--- src/rtl/fifo_destino_pkg.sv ---
// Shared constants and types for the destination FIFO placed after the VC arbiter.
// Datapath width, default geometry and the pause/almost-empty thresholds live here.
package fifo_destino_pkg;

  localparam int DEF_DATA_WIDTH  = 6;
  localparam int DEF_DEPTH       = 8;
  localparam int DEF_ADDR_WIDTH  = 3;
  localparam int DEF_UMBRAL_ALTO = 6;
  localparam int DEF_UMBRAL_BAJO = 1;

  // Accepted operations in one cycle, encoded as {push_ok, pop_ok}
  typedef enum logic [1:0] {
    OP_IDLE = 2'b00,
    OP_POP  = 2'b01,
    OP_PUSH = 2'b10,
    OP_BOTH = 2'b11
  } op_t;

endpackage

--- src/rtl/fifo_destino_memoria_dual.sv ---
// DEPTH x DATA_WIDTH register array with one synchronous write port and one
// registered read port; array contents are never reset, only the read register is.
module memoria_dual #(
  parameter int DATA_WIDTH = 6,
  parameter int DEPTH      = 8,
  parameter int ADDR_WIDTH = 3
) (
  input  logic                  clk,
  input  logic                  reset,
  input  logic                  wr_en,
  input  logic [ADDR_WIDTH-1:0] wr_addr,
  input  logic [DATA_WIDTH-1:0] wr_data,
  input  logic                  rd_en,
  input  logic [ADDR_WIDTH-1:0] rd_addr,
  output logic [DATA_WIDTH-1:0] rd_data
);

  logic [DATA_WIDTH-1:0] mem [DEPTH];

  always_ff @(posedge clk) begin
    if (wr_en) mem[wr_addr] <= wr_data;
  end

  // Same-address write and read return the old word (full FIFO push+pop case)
  always_ff @(posedge clk or posedge reset) begin
    if (reset)      rd_data <= '0;
    else if (rd_en) rd_data <= mem[rd_addr];
  end

endmodule

--- src/rtl/fifo_destino.sv ---
// Destination FIFO: pointer/count control, threshold flags and sticky error.
// Flags decode the count register only; storage sits in memoria_dual.
module fifo_destino
  import fifo_destino_pkg::*;
#(
  parameter int DATA_WIDTH  = DEF_DATA_WIDTH,
  parameter int DEPTH       = DEF_DEPTH,
  parameter int ADDR_WIDTH  = DEF_ADDR_WIDTH,
  parameter int UMBRAL_ALTO = DEF_UMBRAL_ALTO,
  parameter int UMBRAL_BAJO = DEF_UMBRAL_BAJO
) (
  input  logic                  clk,
  input  logic                  reset,
  input  logic                  push,
  input  logic [DATA_WIDTH-1:0] data_in,
  input  logic                  pop,
  output logic [DATA_WIDTH-1:0] data_out,
  output logic                  valid_out,
  output logic                  empty,
  output logic                  full,
  output logic                  pause,
  output logic                  almost_empty,
  output logic                  error
);

  localparam logic [ADDR_WIDTH:0] CNT_FULL = (ADDR_WIDTH+1)'(DEPTH);
  localparam logic [ADDR_WIDTH:0] CNT_ALTO = (ADDR_WIDTH+1)'(UMBRAL_ALTO);
  localparam logic [ADDR_WIDTH:0] CNT_BAJO = (ADDR_WIDTH+1)'(UMBRAL_BAJO);

  logic [ADDR_WIDTH-1:0] wr_ptr;
  logic [ADDR_WIDTH-1:0] rd_ptr;
  logic [ADDR_WIDTH:0]   count;
  logic                  push_ok;
  logic                  pop_ok;
  logic                  bad_op;
  op_t                   op;

  assign empty        = (count == '0);
  assign full         = (count == CNT_FULL);
  assign pause        = (count >= CNT_ALTO);
  assign almost_empty = (count <= CNT_BAJO);

  // A pop on a full FIFO frees the slot the concurrent push lands in
  assign pop_ok  = pop && !empty;
  assign push_ok = push && (!full || pop);
  assign bad_op  = (push && full && !pop) || (pop && empty);
  assign op      = op_t'({push_ok, pop_ok});

  always_ff @(posedge clk or posedge reset) begin
    if (reset) begin
      wr_ptr    <= '0;
      rd_ptr    <= '0;
      count     <= '0;
      valid_out <= 1'b0;
      error     <= 1'b0;
    end else begin
      if (push_ok) wr_ptr <= wr_ptr + 1'b1;
      if (pop_ok)  rd_ptr <= rd_ptr + 1'b1;
      valid_out <= pop_ok;
      if (bad_op) error <= 1'b1;
      case (op)
        OP_PUSH: count <= count + 1'b1;
        OP_POP:  count <= count - 1'b1;
        default: count <= count;
      endcase
    end
  end

  memoria_dual #(
    .DATA_WIDTH (DATA_WIDTH),
    .DEPTH      (DEPTH),
    .ADDR_WIDTH (ADDR_WIDTH)
  ) u_memoria (
    .clk     (clk),
    .reset   (reset),
    .wr_en   (push_ok),
    .wr_addr (wr_ptr),
    .wr_data (data_in),
    .rd_en   (pop_ok),
    .rd_addr (rd_ptr),
    .rd_data (data_out)
  );

endmodule

--- config.mk ---
export PLATFORM = sky130hd
export DESIGN_NAME = fifo_destino
export DESIGN_NICKNAME = d
export VERILOG_FILES = /design/src/rtl/fifo_destino_pkg.sv /design/src/rtl/fifo_destino_memoria_dual.sv /design/src/rtl/fifo_destino.sv
export SDC_FILE = /design/constraint.sdc
export NUM_CORES = 1
export LEC_CHECK = 0
export ABC_AREA = 1
export ABC_CLOCK_PERIOD_IN_PS = 1800
export CAP_MARGIN = 0
export CORE_MARGIN = 10
export CORE_UTILIZATION = 43
export DETAILED_ROUTE_END_ITERATION = 8
export DONT_BUFFER_PORTS = 1
export GPL_ROUTABILITY_DRIVEN = 1
export PLACE_DENSITY = 0.66
export SLEW_MARGIN = 0
export SYNTH_ARGS = -nofsm -noshare
export SYNTH_HDL_FRONTEND = slang
export SYNTH_SLANG_ARGS = --single-unit
--- constraint.sdc ---
create_clock -name clk -period 1.8 [get_ports clk]
set_input_delay 0.18 -clock clk [delete_from_list [all_inputs] [get_ports clk]]
set_output_delay 0.18 -clock clk [all_outputs]
set_load 0.01 [all_outputs]
==> results of run 1 <==
Yosys cell counts (2+ instances only):
library cell	count	area [µm²]
sky130_fd_sc_hd__nor2_1	5	18.8
sky130_fd_sc_hd__edfxtp_1	48	1440
sky130_fd_sc_hd__nand3_1	38	190
sky130_fd_sc_hd__nor2_2	5	31.3
sky130_fd_sc_hd__xor2_1	2	17.5
sky130_fd_sc_hd__inv_2	3	11.3
sky130_fd_sc_hd__a21oi_1	2	10.0
sky130_fd_sc_hd__nand2_1	92	345
sky130_fd_sc_hd__inv_1	51	191
sky130_fd_sc_hd__dfrtp_1	18	450
sky130_fd_sc_hd__buf_4	3	22.5
sky130_fd_sc_hd__o21ai_0	4	20.0
sky130_fd_sc_hd__buf_2	3	15.0
sky130_fd_sc_hd__xnor2_1	2	17.5
sky130_fd_sc_hd__ha_1	7	87.6
tightest hold or removal path, delay by kind of cell:
kind            cells  cell delay (ns)
compound gates      1             0.06
simple gates        2             0.11
metrics by stage:
stage	instance area, µm²	cells
after floorplan	3020	296
after global placement	3200	384
after detailed placement	3200	384
after CTS	3500	409
after global routing	3540	413
final	3540	413
worst max-delay path by stage:
stage / startpoint / to / slack [ns]
2_1_floorplan: count[0] / count[2] / 0.02
3_3_place_gp: count[0] / u_memoria.mem[1][0] / 0.09
3_5_place_dp: count[0] / count[2] / 0.06
4_1_cts: count[0] / u_memoria.mem[1][0] / 0.04
5_1_grt: count[0] / count[2] / -0.02
6_report: count[0] / u_memoria.mem[3][5] / 0.08
per-layer routing:
metal	GRT usage (%)	routed length (µm)	vias up
met2	23.0	3360	52
li1	-	-	1007
met3	3.65	306	6
met4	4.28	63	0
met1	15.0	2600	1000
met5	0	0	-
power by group:
group	internal, mW	switching [mW]
combinational	0.797	1.25
clock	0.771	0.541
sequential	1.99	0.237
final cells by class:
class	instances	area [µm²]
inverters	54	203
multi-input cells	168	885
repair buffers	29	256
fillers	587	3210
clock buffers	10	128
flip-flops and latches	66	1890
clock inverters	6	81.3
well taps	80	100
sequential cells by signal, indices dropped and copies added (netlist names):
| name | cells |
|---|---|
| count | 4 |
| error | 1 |
| rd_ptr | 3 |
| u_memoria.mem | 48 |
| u_memoria.rd_data | 6 |
| valid_out | 1 |
| wr_ptr | 3 |
layout by cell type, fill, tap and decap left out, types with 5 or more instances in the layout:
master,instances
sky130_fd_sc_hd__buf_4,18
sky130_fd_sc_hd__clkbuf_8,9
sky130_fd_sc_hd__dfrtp_1,18
sky130_fd_sc_hd__dlygate4sd3_1,9
sky130_fd_sc_hd__edfxtp_1,48
sky130_fd_sc_hd__ha_1,5
sky130_fd_sc_hd__inv_1,49
sky130_fd_sc_hd__inv_2,5
sky130_fd_sc_hd__nand2_1,91
sky130_fd_sc_hd__nand3_1,38
sky130_fd_sc_hd__nor2_2,5
kinds of logic after synthesis:
family,after synthesis,synth area share (%)
buffers and inverters,62,8.66
AOI/OAI and AO/OA,11,2.43
xor gates and xnor gates,5,1.72
adders and majority gates,7,2.93
and+or+nand+nor,145,21.0
DFF,66,63.3
repair_timing:
action | in CTS | in global routing
buffers inserted | 0 | 4
hold endpoints to repair | 67 | 0
resized for setup | 0 | 5
hold buffers | 9 | 0
endpoints found under the setup margin | 0 | 25
==> impl_summary.txt, run 1 <==
----------------------------------------------------
[Clock tree]
  Clock slew at reported path FFs ... 0.07 ns
  TritonCTS clock tree ... yes
  Number of buffers created by CTS ... 9
  Root Driver ... sky130_fd_sc_hd__clkbuf_8
  Clock Tree Buf Depth ... 2
  Total number of clock tree sinks ... 66
  Clock network latency to the later pin of the worst-skew pair ... 0.33 ns
  # H-tree levels ... 3

[STA]
  Max Clock Skew ... 0.00872 ns
  Final period demand of the worst path ... 1.72 ns
  Post-route fraction of the period consumed by the critical path ... 95.6%
  Final Hold Vio Count ... 0
  RSZ-0062 raised after global routing ... true
  Maximum clock frequency ... 0.581 GHz
  Total negative setup slack ... 0 ns
  Final count of pins violating max slew ... 0
  Max-Slew Margin vs Limit ... 52.6%
  Setup violators final ... 0
  Slew of the pin with the lowest slew margin ... 0.710 ns
  Hold Slack ... 0.0630 ns
  Final worst setup slack ... 0.0797 ns

[Routing]
  Drt initial violations ... 154
  Post-route DRC violation count ... 0
  Count of vias placed by the detailed router ... 2065
  Number of vias per cell ... 5.00
  Number of iterations in the first detailed-routing pass ... 4
  Final antenna-violating net count ... 0
  Average routed wire per standard cell ... 15.3 µm
  Total wire length after detailed routing ... 6.33 mm

[Setup path]
  Largest incremental delay on the critical path ... 0.43 ns
  Stages on the worst setup path ... 7
  Dominant delay contributor by cell family on the critical path ... simple AND/OR/NAND/NOR gates
  CP Capture Type ... register
  Number of buffer and inverter instances along the worst setup path ... 2
  WP data required ... 1.77 ns
  Capture point of the worst reg-to-reg path ... u_memoria.mem[3][5]
  Critical Path, Cell by Cell ... inv_2, ha_4, nand3_2, o21ai_4, inv_2, nand2_1, nor2_1
  Worst Reg2Reg Path Length in Cells ... 7
  Slack of the worst reg-to-reg path ... 0.08 ns
  Setup CP Type ... register to register
  Arrival time at the worst endpoint ... 1.69 ns
  Startpoint types ... register
  Worst-path fanout max ... 6
  Most prevalent standard cell on the critical path ... sky130_fd_sc_hd__inv_2
  Critical register-to-register path startpoint ... count[0]
  Worst path slowest cell ... sky130_fd_sc_hd__nor2_1

[GRT]
  First-pass GRT wire length ... 10.6 mm
  Pin count of the biggest net entering global routing ... 25
  Grt total ovfl ... 0
  Vias in the first global route ... 2117
  GRT Util Overall ... 13.1%
  Number of antenna violations at the first check in global routing ... 0

[Hold path]
  Min-Delay Path Class ... input pin to register
  Hold Path End ... wr_ptr[0]
  Startpoint of the tightest hold check path ... push
  Hold path depth ... 3

[Placement]
  Post-Place Worst Slack ... 0.0559 ns
  Placed wire-length estimate ... 4.36 mm
  Gp weighted congestion ... 0.801
  Input/output buffers ... 0

[Floorplan]
  Die width ... 103 µm
  Starting Density ... 44.2%
  Die Height ... 103 µm
  Std-Cell Core Area ... 0.00676 mm²
  Std-Cell Rows ... 30
  Boundary Pins ... 22
  Die Area ... 0.0107 mm²

[Yosys]
  Post-synth EDFFs ... 48
  Register bit total from synthesis ... 66
  Sequential cell area fraction in the yosys report ... 63.3%
  Average size of a mapped cell ... 10.1 µm²
  Mapped cell area ... 0.00299 mm²
  Ys async rst share ... 27.3%
  Synthesized net count ... 313
  Number of cells produced by synthesis ... 296
  Unique masters post-synth ... 28
  Yosys warning count ... 0
  Flip-flop cell with the highest count after synthesis ... sky130_fd_sc_hd__edfxtp_1

[Outcome]
  Outcome ... finished clean

[Final layout]
  Layout cell share with drive strength beyond 1 ... 16.8%
  Total Nets Final ... 345
  Area growth from synthesis to layout ... 18.6%
  Final core occ ... 52.5%
  Diodes inserted ... 0

[Flow run]
  Max_cap viols ... 0

[Power and ir drop]
  P per Cell Area ... 1570 mW/mm²
  Total power draw ... 5.58 mW
  Largest vdd supply drop ... 0.761 mV
  Leakage power ... 1.59 nW

----------------------------------------------------
Power figures use the tool's default switching activity.
==> run 2: changes to the inputs <==
--- a/config.mk
+++ b/config.mk
@@ -5,7 +5,6 @@
 export SDC_FILE = /design/constraint.sdc
 export NUM_CORES = 1
 export LEC_CHECK = 0
-export ABC_AREA = 1
 export ABC_CLOCK_PERIOD_IN_PS = 1800
 export CAP_MARGIN = 0
 export CORE_MARGIN = 10
@@ -14,7 +13,7 @@
 export DONT_BUFFER_PORTS = 1
 export GPL_ROUTABILITY_DRIVEN = 1
 export PLACE_DENSITY = 0.66
-export SLEW_MARGIN = 0
+export SLEW_MARGIN = 40
 export SYNTH_ARGS = -nofsm -noshare
 export SYNTH_HDL_FRONTEND = slang
 export SYNTH_SLANG_ARGS = --single-unit
==> run 2 against run 1 <==
  * Highest routed layer unchanged
  * Sequential cell count did not move
  * Worst hold slack got worse by 0.052 ns
  * Maximum frequency fell by 9.9%
  * Setup slack got worse by 0.19 ns
  * Die area is 6.0% lower
  * Synthesized cell count down 40%
  * Largest power group unchanged
  * The run now ends with setup timing left
  * Clock power barely moved
  * Routed wire length is 6.0% lower
  * First-iteration DRC count shrank 47%
  * Critical path type unchanged
==> impl_summary.txt, run 2 <==
----------------------------------------------------
[Clock tree]
  TritonCTS clock tree ... yes (unchanged)
  Clock network latency to the later pin of the worst-skew pair ... 0.33 ns (about the same)
  Total number of clock tree sinks ... 66 (unchanged)
  Clock slew at reported path FFs ... 0.07 ns (about the same)
  Number of buffers created by CTS ... 9 (unchanged)
  Root Driver ... sky130_fd_sc_hd__clkbuf_8 (unchanged)
  # H-tree levels ... 3 (unchanged)
  Clock Tree Buf Depth ... 2 (unchanged)

[Final layout]
  Diodes inserted ... 0 (unchanged)
  Post-route standard cell area excluding fillers ... 0.00343 mm² (was 0.00354 mm²)
  Area growth from synthesis to layout ... 24.2% (was 18.6%)
  Layout cell share with drive strength beyond 1 ... 33.5% (was 16.8%)
  Highest-count cells in the layout ignoring fill and taps ... 48 x sky130_fd_sc_hd__edfxtp_1, 31 x sky130_fd_sc_hd__buf_4, 18 x sky130_fd_sc_hd__dfrtp_1 (was 91 x sky130_fd_sc_hd__nand2_1, 49 x sky130_fd_sc_hd__inv_1, 48 x sky130_fd_sc_hd__edfxtp_1)
  Flip-flop count of the largest register, all copies and words added ... 48 (unchanged)
  Fillcell total ... 518 (was 587)
  Register ranked first by flip-flop count ... u_memoria.mem (unchanged)
  Most frequent standard cell in the layout excluding fill and tap cells ... sky130_fd_sc_hd__edfxtp_1 (was sky130_fd_sc_hd__nand2_1)
  Total Nets Final ... 239 (was 345)
  Top Registers ... u_memoria.mem (48), u_memoria.rd_data (6), count (4) (unchanged)

[STA]
  Final count of pins violating max slew ... 0 (unchanged)
  Setup violators final ... 13 (was 0)
  Max-Slew Margin vs Limit ... 67.3% (was 52.6%)
  RSZ-0062 raised after global routing ... true (unchanged)
  Maximum clock frequency ... 0.524 GHz (was 0.581 GHz)
  Post-route fraction of the period consumed by the critical path ... 106% (was 95.6%)
  Max Clock Skew ... 0.00763 ns (was 0.00872 ns)
  Final worst setup slack ... -0.110 ns (was 0.0797 ns)
  Final Hold Vio Count ... 0 (unchanged)
  Final period demand of the worst path ... 1.91 ns (was 1.72 ns)
  Slew of the pin with the lowest slew margin ... 0.490 ns (was 0.710 ns)

[Setup path]
  Arrival time at the worst endpoint ... 2.17 ns (was 1.69 ns)
  Number of buffer and inverter instances along the worst setup path ... 2 (unchanged)
  Startpoint types ... register (unchanged)
  Worst-path fanout max ... 3 (was 6)
  Critical register-to-register path startpoint ... count[1] (was count[0])
  Dominant delay contributor by cell family on the critical path ... simple AND/OR/NAND/NOR gates (unchanged)
  Largest incremental delay on the critical path ... 0.45 ns (was 0.43 ns)
  WP data required ... 2.06 ns (was 1.77 ns)
  CP Launch Point ... count[1] (was count[0])
  Setup CP Type ... register to register (unchanged)
  CP Capture Type ... register (unchanged)
  Most prevalent standard cell on the critical path ... sky130_fd_sc_hd__ha_4 (was sky130_fd_sc_hd__inv_2)
  Critical Path, Cell by Cell ... inv_2, ha_4, nor3b_4, nand2b_4, inv_4, ha_4, or4b_4, a21oi_2, xor2_1 (was inv_2, ha_4, nand3_2, o21ai_4, inv_2, nand2_1, nor2_1)
  Worst path slowest cell ... sky130_fd_sc_hd__or4b_4 (was sky130_fd_sc_hd__nor2_1)

[Routing]
  Final antenna-violating net count ... 0 (unchanged)
  Post-route DRC violation count ... 0 (unchanged)
  Number of iterations in the first detailed-routing pass ... 5 (was 4)
  Average routed wire per standard cell ... 19.6 µm (was 15.3 µm)
  Drt initial violations ... 81 (was 154)
  Total wire length after detailed routing ... 5.95 mm (was 6.33 mm)
  Count of vias placed by the detailed router ... 1622 (was 2065)
  Number of vias per cell ... 5.34 (was 5.00)

[Power and ir drop]
  Leakage power ... 1.32 nW (was 1.59 nW)
  Total power draw ... 5.61 mW (was 5.58 mW)
  Largest vdd supply drop ... 1.21 mV (was 0.761 mV)
  P per Cell Area ... 1630 mW/mm² (was 1570 mW/mm²)

[Flow run]
  Max_cap viols ... 0 (unchanged)

[Yosys]
  Fraction of post-synthesis cell area in the top cell type by area ... 52.1% (was 48.2%)
  Ys async rst share ... 27.3% (unchanged)
  Yosys warning count ... 0 (unchanged)
  Flip-flop cell with the highest count after synthesis ... sky130_fd_sc_hd__edfxtp_1 (unchanged)
  Sequential cell area fraction in the yosys report ... 68.4% (was 63.3%)
  Synthesized net count ... 194 (was 313)
  Number of cells produced by synthesis ... 177 (was 296)
  Cell type with the highest aggregate area in the netlist ... sky130_fd_sc_hd__edfxtp_1 (unchanged)
  Most repeated cell in the gate-level netlist after synthesis ... sky130_fd_sc_hd__edfxtp_1 (was sky130_fd_sc_hd__nand2_1)
  Register bit total from synthesis ... 66 (unchanged)
  Largest cells by area after synthesis ... sky130_fd_sc_hd__edfxtp_1 52%, sky130_fd_sc_hd__dfrtp_1 16%, sky130_fd_sc_hd__mux2_2 5.3%, sky130_fd_sc_hd__mux2i_1 4.7%, sky130_fd_sc_hd__ha_1 3.2% (was sky130_fd_sc_hd__edfxtp_1 48%, sky130_fd_sc_hd__dfrtp_1 15%, sky130_fd_sc_hd__nand2_1 12%, sky130_fd_sc_hd__inv_1 6.4%, sky130_fd_sc_hd__nand3_1 6.4%)
  Mapped cell area ... 0.00277 mm² (was 0.00299 mm²)
  Post-synth EDFFs ... 48 (unchanged)
  Commonest cells post-synth ... 48 x sky130_fd_sc_hd__edfxtp_1, 18 x sky130_fd_sc_hd__dfrtp_1, 13 x sky130_fd_sc_hd__mux2_2, 13 x sky130_fd_sc_hd__mux2i_1, 8 x sky130_fd_sc_hd__o21ai_0 (was 92 x sky130_fd_sc_hd__nand2_1, 51 x sky130_fd_sc_hd__inv_1, 48 x sky130_fd_sc_hd__edfxtp_1)
  Average size of a mapped cell ... 15.6 µm² (was 10.1 µm²)
  Unique masters post-synth ... 31 (was 28)

[GRT]
  GRT Util Overall ... 12.4% (was 13.1%)
  Grt total ovfl ... 0 (unchanged)
  Pin count of the biggest net entering global routing ... 27 (was 25)
  Vias in the first global route ... 1784 (was 2117)
  First-pass GRT wire length ... 9.54 mm (was 10.6 mm)
  Number of antenna violations at the first check in global routing ... 0 (unchanged)

[Floorplan]
  Starting Density ... 43.8% (was 44.2%)
  Std-Cell Rows ... 29 (was 30)
  Die Area ... 0.0100 mm² (was 0.0107 mm²)
  Die Height ... 100 µm (was 103 µm)
  Die width ... 100 µm (was 103 µm)
  Boundary Pins ... 22 (unchanged)
  Std-Cell Core Area ... 0.00631 mm² (was 0.00676 mm²)

[Outcome]
  Outcome ... finished with violations (was finished clean)
  Violated checks ... setup timing

[Placement]
  Gp weighted congestion ... 0.760 (was 0.801)
  Placed wire-length estimate ... 4.00 mm (was 4.36 mm)
  Cell area after placement ... 0.00304 mm² (was 0.00320 mm²)
  Input/output buffers ... 0 (unchanged)
  Post-Place Worst Slack ... -0.186 ns (was 0.0559 ns)

[Hold path]
  Startpoint of the tightest hold check path ... pop (was push)
  Min-Delay Path Class ... input pin to register (unchanged)

----------------------------------------------------
==> run 2: cell count changes after synthesis, sizes merged, moves of 4 or more <==
| cell | before | now |
|---|---|---|
| a22o | 0 | 6 |
| inv | 54 | 5 |
| mux2 | 0 | 14 |
| mux2i | 0 | 13 |
| nand2 | 92 | 4 |
| nand2b | 0 | 5 |
| nand3 | 39 | 2 |
| nor2 | 11 | 6 |
| nor3 | 1 | 5 |
| o22ai | 1 | 6 |
| o31ai | 0 | 6 |
==> run 2: repair_timing <==
action                     4_1_cts  5_1_grt
hold buffers                     7        0
pin swaps                        5        3
gates resized for setup          4        5
cloned                           0        0
setup endpoints to repair        1       27
buffers inserted                 7        4
hold endpoints to repair        66        0
==> run 2: path summary, 6_finish.rpt <==
check,slack [ns],to,depth (start not counted)
worst max-delay path,-0.11,count[3],9
worst min-delay path,0.01,error,2
worst max register to register,-0.11,count[3],9
worst min register to register,0.56,rd_ptr[2],1
max in group asynchronous,1.18,wr_ptr[0],2
min in group asynchronous,0.31,u_memoria.rd_data[0],2
==> run 2: per-layer routing <==
layer	up-vias	global-route usage, %	routed length [µm]
met3	7	3.16	316
met1	813	14.6	2380
met5	-	0	0
met2	38	21.1	3190
met4	0	5.33	67
li1	764	-	-
==> run 2: logic make-up after synthesis <==
group | share of synthesized area (%)
AO/OA/AOI/OAI | 6.97
XOR/XNOR | 2.53
adder cells (fa/ha/maj) | 3.17
buffers and inverters | 1.85
flip-flops | 68.4
multiplexers | 10.5
AND/OR/NAND/NOR | 6.56
==> run 2: metrics by stage <==
stage	std cells	hold slack (ns)	TNS [ns]	utilization, %
detailed placement	270	0.256	-0.186	48.1
CTS	300	0.000675	-0.108	53.6
global placement	270	0.227	-0.0435	48.1
floorplan	177	0.119	-4.44	-
finish	304	0.0110	-0.730	54.4
global route	304	-0.000239	-1.86	54.4
==> run 2: layout make-up <==
| class | count | area (µm²) | area share [%] |
|---|---|---|---|
| clock buffers | 10 | 128 | 3.72 |
| well taps | 77 | 96.3 | 2.81 |
| inverters | 5 | 21.3 | 0.619 |
| repair buffers | 39 | 323 | 9.40 |
| multi-input cells | 101 | 893 | 26.0 |
| clock inverters | 6 | 81.3 | 2.37 |
| flip-flops and latches | 66 | 1890 | 55.1 |
==> run 2: report_power, final <==
part	switching [mW]	internal (mW)
Combinational	0.989	1.04
Sequential	0.275	2.00
Clock	0.540	0.771
Total	1.80	3.81
==> run 3: changes to the inputs <==
--- a/config.mk
+++ b/config.mk
@@ -5,14 +5,15 @@
 export SDC_FILE = /design/constraint.sdc
 export NUM_CORES = 1
 export LEC_CHECK = 0
-export ABC_CLOCK_PERIOD_IN_PS = 1800
+export ABC_CLOCK_PERIOD_IN_PS = 2130
 export CAP_MARGIN = 0
 export CORE_MARGIN = 10
 export CORE_UTILIZATION = 43
 export DETAILED_ROUTE_END_ITERATION = 8
 export DONT_BUFFER_PORTS = 1
 export GPL_ROUTABILITY_DRIVEN = 1
-export PLACE_DENSITY = 0.66
+export PLACE_DENSITY = 0.64
+export REMOVE_ABC_BUFFERS = 1
 export SLEW_MARGIN = 40
 export SYNTH_ARGS = -nofsm -noshare
 export SYNTH_HDL_FRONTEND = slang
==> constraint.sdc (replaced) <==
create_clock -name clk -period 2.13 [get_ports clk]
set_input_delay 0.213 -clock clk [delete_from_list [all_inputs] [get_ports clk]]
set_output_delay 0.213 -clock clk [all_outputs]
set_load 0.01 [all_outputs]
==> run 3 against run 2 <==
  * The run now ends clean
  * Routed wire length fell by 9.9%
  * Via count fell by 5.1%
  * Die area did not move
  * Clock power fell by 34%
  * Cell area fell by 6.4%
  * Highest routed layer unchanged
==> impl_summary.txt, run 3 (synthesis gave the netlist of run 2 again) <==
----------------------------------------------------
[Outcome]
  Outcome ... finished clean (was finished with violations)

[STA]
  Max Clock Skew ... 0.00592 ns (was 0.00763 ns)
  Maximum clock frequency ... 0.501 GHz (was 0.524 GHz)
  Post-route fraction of the period consumed by the critical path ... 93.8% (was 106%)
  RSZ-0062 raised after global routing ... false (was true)
  Final count of pins violating max slew ... 0 (unchanged)
  Setup violators final ... 0 (was 13)
  Slew of the pin with the lowest slew margin ... 0.673 ns (was 0.490 ns)
  Final Hold Vio Count ... 0 (unchanged)
  Hold Slack ... 0.0385 ns (was 0.0110 ns)
  Final worst setup slack ... 0.132 ns (was -0.110 ns)
  Final period demand of the worst path ... 2.00 ns (was 1.91 ns)
  Max-Slew Margin vs Limit ... 54.9% (was 67.3%)

[Final layout]
  Register ranked first by flip-flop count ... u_memoria.mem (unchanged)
  Top Registers ... u_memoria.mem (48), u_memoria.rd_data (6), count (4) (unchanged)
  Fillcell total ... 526 (was 518)
  Flip-flop count of the largest register, all copies and words added ... 48 (unchanged)
  Diodes inserted ... 0 (unchanged)
  Total area of multi-input combinational cells ... 847 µm² (was 893 µm²)
  Area growth from synthesis to layout ... 16.2% (was 24.2%)
  Most frequent standard cell in the layout excluding fill and tap cells ... sky130_fd_sc_hd__edfxtp_1 (unchanged)
  Seq. cell area ... 0.00189 mm² (unchanged)
  Highest-count cells in the layout ignoring fill and taps ... 48 x sky130_fd_sc_hd__edfxtp_1, 18 x sky130_fd_sc_hd__dfrtp_1, 17 x sky130_fd_sc_hd__buf_4 (was 48 x sky130_fd_sc_hd__edfxtp_1, 31 x sky130_fd_sc_hd__buf_4, 18 x sky130_fd_sc_hd__dfrtp_1)
  Layout cell share with drive strength beyond 1 ... 24.5% (was 33.5%)
  Total Nets Final ... 224 (was 239)

[Setup path]
  CP Launch Point ... count[0] (was count[1])
  Worst path slowest cell ... sky130_fd_sc_hd__or4b_1 (was sky130_fd_sc_hd__or4b_4)
  Setup CP Type ... register to register (unchanged)
  Arrival time at the worst endpoint ... 2.26 ns (was 2.17 ns)
  Startpoint types ... register (unchanged)
  WP data required ... 2.39 ns (was 2.06 ns)
  CP Capture Type ... register (unchanged)
  Critical Path, Cell by Cell ... inv_2, ha_4, nor3b_4, nand2b_4, inv_4, ha_1, or4b_1, a21oi_2, xor2_1 (was inv_2, ha_4, nor3b_4, nand2b_4, inv_4, ha_4, or4b_4, a21oi_2, xor2_1)
  Worst Reg2Reg Path Length in Cells ... 9 (unchanged)
  Largest incremental delay on the critical path ... 0.46 ns (was 0.45 ns)
  Capture point of the worst reg-to-reg path ... count[3] (unchanged)
  Worst-path fanout max ... 5 (was 3)
  Worst setup path endpoint ... count[3] (unchanged)
  Slack of the worst reg-to-reg path ... 0.13 ns (was -0.11 ns)
  Critical register-to-register path startpoint ... count[0] (was count[1])

[Clock tree]
  # H-tree levels ... 3 (unchanged)
  Clock network latency to the later pin of the worst-skew pair ... 0.34 ns (was 0.33 ns)
  Total number of clock tree sinks ... 66 (unchanged)
  Root Driver ... sky130_fd_sc_hd__clkbuf_8 (unchanged)
  Clock slew at reported path FFs ... 0.07 ns (about the same)
  TritonCTS clock tree ... yes (unchanged)
  Clock Tree Buf Depth ... 2 (unchanged)
  Number of buffers created by CTS ... 9 (unchanged)

[GRT]
  Pin count of the biggest net entering global routing ... 27 (unchanged)
  First-pass GRT wire length ... 8.39 mm (was 9.54 mm)
  Grt total ovfl ... 0 (unchanged)
  Number of antenna violations at the first check in global routing ... 0 (unchanged)
  Vias in the first global route ... 1615 (was 1784)
  GRT Util Overall ... 11.0% (was 12.4%)

[Power and ir drop]
  Net switching power figure ... 1.43 mW (was 1.80 mW)
  Largest vdd supply drop ... 0.696 mV (was 1.21 mV)
  Clk network pwr share ... 20.5% (was 23.4%)
  Share of total power consumed by net switching ... 34.2% (was 32.2%)
  P per Cell Area ... 1310 mW/mm² (was 1630 mW/mm²)
  Internal Pwr Total ... 2.77 mW (was 3.81 mW)
  Share of total power in combinational logic ... 33.4% (was 36.1%)
  Part of the total power dissipated in sequential elements ... 46.1% (was 40.5%)
  Leakage power ... 1.21 nW (was 1.32 nW)

[Routing]
  Count of vias placed by the detailed router ... 1539 (was 1622)
  Number of vias per cell ... 5.33 (was 5.34)
  Number of iterations in the first detailed-routing pass ... 4 (was 5)
  Total wire length after detailed routing ... 5.37 mm (was 5.95 mm)
  Post-route DRC violation count ... 0 (unchanged)
  Final antenna-violating net count ... 0 (unchanged)
  Average routed wire per standard cell ... 18.6 µm (was 19.6 µm)
  Drt initial violations ... 69 (was 81)

[Flow run]
  Max_cap viols ... 0 (unchanged)

[Placement]
  Post-Place Worst Slack ... -0.0437 ns (was -0.186 ns)
  Gp weighted congestion ... 0.825 (was 0.760)
  Placed wire-length estimate ... 3.73 mm (was 4.00 mm)
  Input/output buffers ... 0 (unchanged)

[Floorplan]
  Starting Density ... 43.8% (unchanged)
  Die Height ... 100 µm (unchanged)
  Die Area ... 0.0100 mm² (unchanged)
  Std-Cell Rows ... 29 (unchanged)
  Std-Cell Core Area ... 0.00631 mm² (unchanged)
  Boundary Pins ... 22 (unchanged)
  Die width ... 100 µm (unchanged)

[Hold path]
  Min-Delay Path Class ... input pin to register (unchanged)

----------------------------------------------------
[run 3: worst min path at each step]
stage,start,end,slack [ns],cells after the start
2_1_floorplan,reset,count[0],0.15,1
6_report,push,wr_ptr[2],0.04,2
3_3_place_gp,reset,rd_ptr[0],0.22,1
4_1_cts,push,wr_ptr[2],0.03,2
3_5_place_dp,reset,u_memoria.rd_data[4],0.24,1
5_1_grt,push,wr_ptr[2],0.05,2
[run 3: area by class of cell]
class / instances / share of cell area [%]
repair buffers: 24 / 6.15
clock inverters: 7 / 1.13
multi-input cells: 101 / 26.4
well taps: 77 / 3.00
flip-flops and latches: 66 / 58.9
inverters: 5 / 0.662
clock buffers: 9 / 3.85
[run 3: metal layers]
metal	share of wire, %	vias up	routed length (µm)	GRT usage, %
li1	-	736	-	-
met1	43	749	2300	12.5
met2	48	41	2590	17.5
met3	6.6	13	355	3.98
met4	2.1	0	113	6.30
met5	0	-	0	0
[run 3: critical path, delay by kind of cell, from the launching register on]
kind	cells	cell delay, ns
adders and majority gates	2	0.33
and+or+nand+nor	3	0.77
xor gates and xnor gates	1	0.15
DFF	1	0.37
buffers and inverters	2	0.12
AOI/OAI and AO/OA	1	0.17
[run 3: repair_timing]
item,CTS,global route
hold buffers,7,0
hold endpoints to repair,66,0
pin swaps,0,1
setup endpoints to repair,1,1
gates resized for setup,2,3
setup buffers,0,1
[run 3: through the flow]
stage / area [µm²] / std cells / power, mW / utilization [%] / setup TNS (ns)
CTS: 3190 / 288 / 4.19 / 50.5 / 0
floorplan: 2740 / 172 / 2.86 / - / -0.192
detailed placement: 2950 / 265 / 3.31 / 46.8 / -0.0437
global route: 3210 / 289 / 4.43 / 50.9 / 0
global placement: 2950 / 265 / 3.22 / 46.8 / 0
finish: 3210 / 289 / 4.20 / 50.9 / 0
[run 3: power groups by stage]
| stage | registers (mW) | clock network [mW] | logic [mW] |
|---|---|---|---|
| after floorplan | 1.99 | 0 | 0.868 |
| after global placement | 1.94 | 0 | 1.28 |
| after detailed placement | 1.97 | 0 | 1.34 |
| after CTS | 1.94 | 0.875 | 1.38 |
| after global routing | 1.98 | 0.912 | 1.54 |
| final | 1.94 | 0.859 | 1.40 |
